## src/rtl/bp_fe_bht_sched.sv

```systemverilog
// Access scheduler for a single-ported, synchronous-read 2-bit-counter BHT.
// Arbitrates fetch prediction reads against buffered read-modify-write updates.
module bp_fe_bht_sched #(
    parameter int bht_idx_width_p = 9,
    parameter int upd_fifo_els_p  = 4,
    parameter int starve_limit_p  = 8
) (
    input  logic                       clk_i,
    input  logic                       reset_n_i,
    input  logic                       r_v_i,
    input  logic [bht_idx_width_p-1:0] r_idx_i,
    output logic                       r_ready_o,
    output logic                       predict_v_o,
    output logic                       predict_o,
    input  logic                       w_v_i,
    input  logic [bht_idx_width_p-1:0] w_idx_i,
    input  logic                       w_taken_i,
    output logic                       w_ready_o,
    output logic                       init_done_o,
    output logic                       mem_v_o,
    output logic                       mem_w_o,
    output logic [bht_idx_width_p-1:0] mem_idx_o,
    output logic [1:0]                 mem_data_o,
    input  logic [1:0]                 mem_data_i,
    output logic [1:0]                 state_o
);

    // Handshakes: a transfer happens in a cycle where valid & ready are both
    // high; valid never waits on ready, and ready may depend on valid.
    localparam int ptr_w    = $clog2(upd_fifo_els_p);
    localparam int starve_w = $clog2(starve_limit_p + 1);
    localparam logic [bht_idx_width_p-1:0] last_idx   = '1;
    localparam logic [starve_w-1:0]        starve_max = starve_w'(starve_limit_p);

    typedef enum logic [1:0] {
        S_INIT   = 2'd0,
        S_READY  = 2'd1,
        S_UPD_WR = 2'd2
    } state_e;

    state_e                     state_r, state_n;
    logic [bht_idx_width_p-1:0] sweep_r;
    logic [starve_w-1:0]        starve_r;
    logic                       predict_v_r;

    logic [bht_idx_width_p:0]   fifo_mem [upd_fifo_els_p];
    logic [ptr_w:0]             wr_ptr_r, rd_ptr_r;
    logic                       fifo_empty, fifo_full, push, pop;
    logic [bht_idx_width_p:0]   head;
    logic [bht_idx_width_p-1:0] head_idx;
    logic                       head_taken;
    logic                       upd_win, rd_win;
    logic [1:0]                 upd_cnt;

    // Extra pointer bit distinguishes full from empty when the indices match.
    assign fifo_empty = (wr_ptr_r == rd_ptr_r);
    assign fifo_full  = (wr_ptr_r[ptr_w] != rd_ptr_r[ptr_w]) &&
                        (wr_ptr_r[ptr_w-1:0] == rd_ptr_r[ptr_w-1:0]);
    assign w_ready_o  = reset_n_i & ~fifo_full;
    assign push       = w_v_i & w_ready_o;
    assign pop        = (state_r == S_UPD_WR);
    assign head       = fifo_mem[rd_ptr_r[ptr_w-1:0]];
    assign head_idx   = head[bht_idx_width_p-1:0];
    assign head_taken = head[bht_idx_width_p];

    assign upd_win = (state_r == S_READY) && !fifo_empty &&
                     (fifo_full || (starve_r == starve_max) || !r_v_i);
    assign rd_win  = (state_r == S_READY) && r_v_i && !upd_win;

    always_comb begin
        upd_cnt = mem_data_i;
        if (head_taken) begin
            if (mem_data_i != 2'b11) upd_cnt = mem_data_i + 2'b01;
        end else begin
            if (mem_data_i != 2'b00) upd_cnt = mem_data_i - 2'b01;
        end
    end

    always_ff @(posedge clk_i) begin
        if (push) fifo_mem[wr_ptr_r[ptr_w-1:0]] <= {w_taken_i, w_idx_i};
    end

    always_ff @(posedge clk_i or negedge reset_n_i) begin
        if (!reset_n_i) begin
            state_r     <= S_INIT;
            sweep_r     <= '0;
            starve_r    <= '0;
            predict_v_r <= 1'b0;
            wr_ptr_r    <= '0;
            rd_ptr_r    <= '0;
        end else begin
            state_r     <= state_n;
            predict_v_r <= rd_win;
            if (state_r == S_INIT) sweep_r <= sweep_r + 1'b1;
            if (push) wr_ptr_r <= wr_ptr_r + 1'b1;
            if (pop) rd_ptr_r <= rd_ptr_r + 1'b1;
            if (upd_win) starve_r <= '0;
            else if (rd_win && !fifo_empty && starve_r != starve_max)
                starve_r <= starve_r + 1'b1;
        end
    end

    always_comb begin
        state_n = state_r;
        case (state_r)
            S_INIT:   if (sweep_r == last_idx) state_n = S_READY;
            S_READY:  if (upd_win) state_n = S_UPD_WR;
            S_UPD_WR: state_n = S_READY;
            default:  state_n = S_INIT;
        endcase
    end

    // The sweep is gated by reset_n_i so nothing is issued while reset is held.
    always_comb begin
        mem_v_o    = 1'b0;
        mem_w_o    = 1'b0;
        mem_idx_o  = '0;
        mem_data_o = 2'b00;
        r_ready_o  = 1'b0;
        case (state_r)
            S_INIT: begin
                mem_v_o    = reset_n_i;
                mem_w_o    = reset_n_i;
                mem_idx_o  = sweep_r;
                mem_data_o = 2'b01;
            end
            S_READY: begin
                r_ready_o = rd_win;
                if (upd_win) begin
                    mem_v_o   = 1'b1;
                    mem_idx_o = head_idx;
                end else if (rd_win) begin
                    mem_v_o   = 1'b1;
                    mem_idx_o = r_idx_i;
                end
            end
            S_UPD_WR: begin
                mem_v_o    = 1'b1;
                mem_w_o    = 1'b1;
                mem_idx_o  = head_idx;
                mem_data_o = upd_cnt;
            end
            default: ;
        endcase
    end

    assign predict_v_o = predict_v_r;
    assign predict_o   = predict_v_r & mem_data_i[1];
    assign init_done_o = (state_r != S_INIT);
    assign state_o     = state_r;

endmodule

```

## config.mk

```make
export PLATFORM = sky130hd
export DESIGN_NAME = bp_fe_bht_sched
export DESIGN_NICKNAME = d
export VERILOG_FILES = /design/src/rtl/bp_fe_bht_sched.sv
export SDC_FILE = /design/constraint.sdc
export NUM_CORES = 1
export LEC_CHECK = 0
export BUFFER_PORTS_ARGS = -buffer_cell sky130_fd_sc_hd__buf_2
export CAP_MARGIN = 20
export CORE_MARGIN = 4
export CORE_UTILIZATION = 40
export DETAILED_ROUTE_END_ITERATION = 6
export PLACE_DENSITY = 0.59
export REMOVE_ABC_BUFFERS = 1
export SYNTH_ARGS = -nofsm -noshare
export SYNTH_HDL_FRONTEND = slang
export SYNTH_SLANG_ARGS = --single-unit
```

## constraint.sdc

```tcl
create_clock -name clk_i -period 2.27 [get_ports clk_i]
set_input_delay 0.227 -clock clk_i [delete_from_list [all_inputs] [get_ports clk_i]]
set_output_delay 0.227 -clock clk_i [all_outputs]
set_load 0.1 [all_outputs]
```

==> impl_metrics.py <==
metrics = {
    "outcome": {
        "run_status": "complete, but fails checks",
        "violations": "negative setup slack",
    },
    "die": {
        "coreArea_um2": 6910,
        "die-height_um": 93.2,
        "initial_core_util_pct": 42.0,
        "die_x_um": 93.2,
        "rows": 30,
        "die_area_um2": 8680,
        "ios": 45,
    },
    "timing": {
        "timing.hold.ws_ps": 95.7,
        "slew-limit-headroom_pct": 68.5,
        "grt_setup_unrepaired": "yes",
        "setup_viol": 9,
        "fmax_mhz": 427,
        "slew_viol_final": 0,
        "post-route-min-period_ps": 2340,
        "tightestPinTransition_ps": 469,
        "fin_crit_sh_pct": 103,
        "hold_viol_final": 0,
        "skew_ps": 6.76,
        "finalWorstSetupSlack_ps": -71.9,
    },
    "clock_tree": {
        "cts_tree": "built",
        "root_buffer": "clkbuf_8",
        "cts.clk_slew.worst_paths_ps": 80,
        "h-tree-depth": 3,
        "clock_sinks": 62,
        "cts_max_path_buffers": 2,
        "clkLatencyLatePin_ps": 340,
        "cts_buffers": 9,
    },
    "synthesis": {
        "synth_cell_types": 38,
        "yosys-top-cells-area": "edfxtp_1 (41%), dfrtp_1 (19%), mux4_2 (7.8%)",
        "yosysWarnings": 0,
        "synthCells": 189,
        "seq_area_frac_synth_pct": 60.4,
        "synth-seq-cells": 62,
        "synth_largest_area_cell": "edfxtp_1",
        "syn_avg_cell_area_um2": 15.3,
        "synth_area_um2": 2900,
        "yosys.area.top_type_share_pct": 41.4,
    },
    "drt": {
        "routedWlPerCell_um": 16.1,
        "wirelength_mm": 5.96,
        "routed_via_density": 5.02,
        "via_count": 1853,
        "first_pass_iters": 4,
        "route.detailed.drc": 0,
        "drtIter0Drc": 79,
        "antenna_left": 0,
    },
    "worst_setup_path": {
        "path_class": "reg2out",
        "cp_max_fo": 5,
        "reg2reg_setup_slack_ps": 190,
        "cp.arrival_ps": 2110,
        "crit_required_ps": 2040,
        "setup.worst_path.start_class": "flop",
        "endpoint_kind": "output port",
        "worstSetupStartpoint": "rd_ptr_r[0]$_DFFE_PN0P_",
        "reg2reg_depth": 6,
        "timing.rr.end": "fifo_mem[2][4]$_DFFE_PP_",
        "rr_startpoint": "rd_ptr_r[0]$_DFFE_PN0P_",
    },
    "power_and_ir_drop": {
        "vdd_drop_max_mv": 0.447,
        "leakagePower_uw": 0.00157,
        "powerDensity_nw_per_um2": 755,
        "finalPower_uw": 2960,
    },
    "global_route": {
        "first_global_vias": 1855,
        "grt_max_degree": 24,
        "grtUsageTotal_pct": 14.6,
        "grt_overflow": 0,
        "antenna_found_initial": 0,
        "grt_pass1_wl_mm": 9.51,
    },
    "finish": {
        "area.growth.synth_to_final_pct": 35.3,
        "nets": 302,
        "final_util_pct": 56.8,
        "n_antenna_cell": 0,
        "drive_above_1_share_pct": 45.1,
        "fill_cells": 571,
    },
    "run": {
        "maxCapViolations": 0,
    },
    "place": {
        "port_buffers": 44,
        "hpwl_mm": 4.18,
        "gp_congestion": 0.773,
    },
    "hold_path": {
        "min_path_type": "in2reg",
        "hp-start": "w_idx_i[0]",
        "whs_path_depth": 1,
        "min_to": "fifo_mem[0][0]$_DFFE_PP_",
    },
}
-- state kept, by name (all words and copies together) (netlist names) --
name and flops:
state_o 2, rd_ptr_r 3, predict_v_o 1, sweep_r 9, fifo_mem 40, wr_ptr_r 3
starve_r 4
-- through the flow --
| step | cell area, um2 | TNS, ps | worst slack (ps) | instances |
|---|---|---|---|---|
| 2_1_floorplan | 2880 | -11860 | -1750 | 185 |
| 3_3_place_gp | 3520 | 0 | 184 | 340 |
| 3_5_place_dp | 3520 | 0 | 162 | 340 |
| 4_1_cts | 3870 | -741 | -87.9 | 366 |
| 5_1_grt | 3920 | -1310 | -141 | 369 |
| 6_report | 3920 | -555 | -71.9 | 369 |
-- how the worst max path moves through the flow --
| stage | cells after the start | slack, ps | to |
|---|---|---|---|
| 2_1_floorplan | 2 | -1750 | r_ready_o |
| 3_3_place_gp | 4 | 180 | mem_idx_o[8] |
| 3_5_place_dp | 5 | 160 | mem_idx_o[7] |
| 4_1_cts | 6 | -90 | mem_idx_o[8] |
| 5_1_grt | 7 | -140 | mem_idx_o[2] |
| 6_report | 4 | -70 | mem_idx_o[6] |
-- per-layer routing --
metal | wire length, um | share of wire, % | global-route usage (%)
met1 | 2630 | 44 | 18.4
met2 | 2940 | 49 | 23.2
met3 | 300 | 5.0 | 5.55
met4 | 89 | 1.5 | 4.52
met5 | 0 | 0 | 0
-- kinds of logic (layout without fill, tap and decap cells) --
group / Yosys count / in the layout / synth area share [%]
multiplexers: 15 / 15 / 9.66
flip-flops: 62 / 62 / 60.4
adder cells (fa/ha/maj): 10 / 10 / 4.23
AO/OA/AOI/OAI: 26 / 26 / 9.15
XOR/XNOR: 17 / 17 / 6.56
AND/OR/NAND/NOR: 45 / 45 / 8.11
buffers and inverters: 14 / 98 / 1.90
-- cell usage in the layout, fill, tap and decap left out, types with 2 or more instances in the layout --
cell type and count:
o22ai_1 2, buf_4 23, inv_1 9, xor2_4 2, ha_1 8, a221o_1 9, buf_12 14, nand3b_1 2
xor2_2 2, clkinvlp_4 2, clkbuf_8 10, a211oi_1 3, clkinv_4 2, nand4_1 3, nand3_1 2, nor2_1 13
and2_1 13, xnor2_2 2, dfrtp_1 17, a21oi_1 2, mux4_2 10, xor2_1 4, dfrtp_2 5, xnor2_1 7
edfxtp_1 40, nand2_1 7, buf_2 30, mux2_2 4, buf_6 2
-- worst max-delay path, stage by stage (launching register included) --
cell and delay, ps:
dfrtp_2 500, clkbuf_16 200, mux4_2 520, a221o_1 370, buf_12 180
-- cells in the mapped netlist --
cell type,n
o311ai_4,1
nor2_1,13
a211oi_4,1
nand2_1,7
nor2_2,1
dfrtp_1,22
xor2_1,4
edfxtp_1,40
mux2_2,4
xnor2_1,9
o22ai_1,2
nand4_1,3
and2_4,1
mux2i_1,1
a21oi_2,1
and3_1,1
buf_2,2
a311oi_4,1
a211oi_1,3
a22o_1,1
a221o_1,9
a21boi_0,1
nand3_1,2
o211a_1,1
o21ai_0,2
nor3b_1,1
inv_1,10
ha_1,9
xor2_4,1
xor2_2,3
a21oi_1,2
and2_1,13
clkbuf_1,2
mux4_2,10
o22ai_2,1
nand3b_1,2
nor4_1,1
maj3_1,1
-- repair_timing --
item / in CTS / in global routing
pin swaps: 13 / 10
resized for setup: 17 / 5
endpoints found under the hold margin: 22 / 0
endpoints found under the setup margin: 10 / 11
cloned: 0 / 1
hold buffers: 1 / 0
buffers inserted: 9 / 3
-- power breakdown --
group          internal [uW]  switching (uW)
combinational            257             335
clock                    521             468
sequential              1320            64.4
-- cell type report --
type | count | area, um2 | share of cell area, %
Inverter | 10 | 37.5 | 0.957
Multi-Input combinational cell | 113 | 1130 | 28.7
Clock inverter | 7 | 82.6 | 2.10
Timing Repair Buffer | 72 | 674 | 17.2
Clock buffer | 9 | 124 | 3.16
Sequential cell | 62 | 1760 | 44.8
Tap cell | 96 | 120 | 3.06
Note: power is estimated with default switching activity, not from simulation.
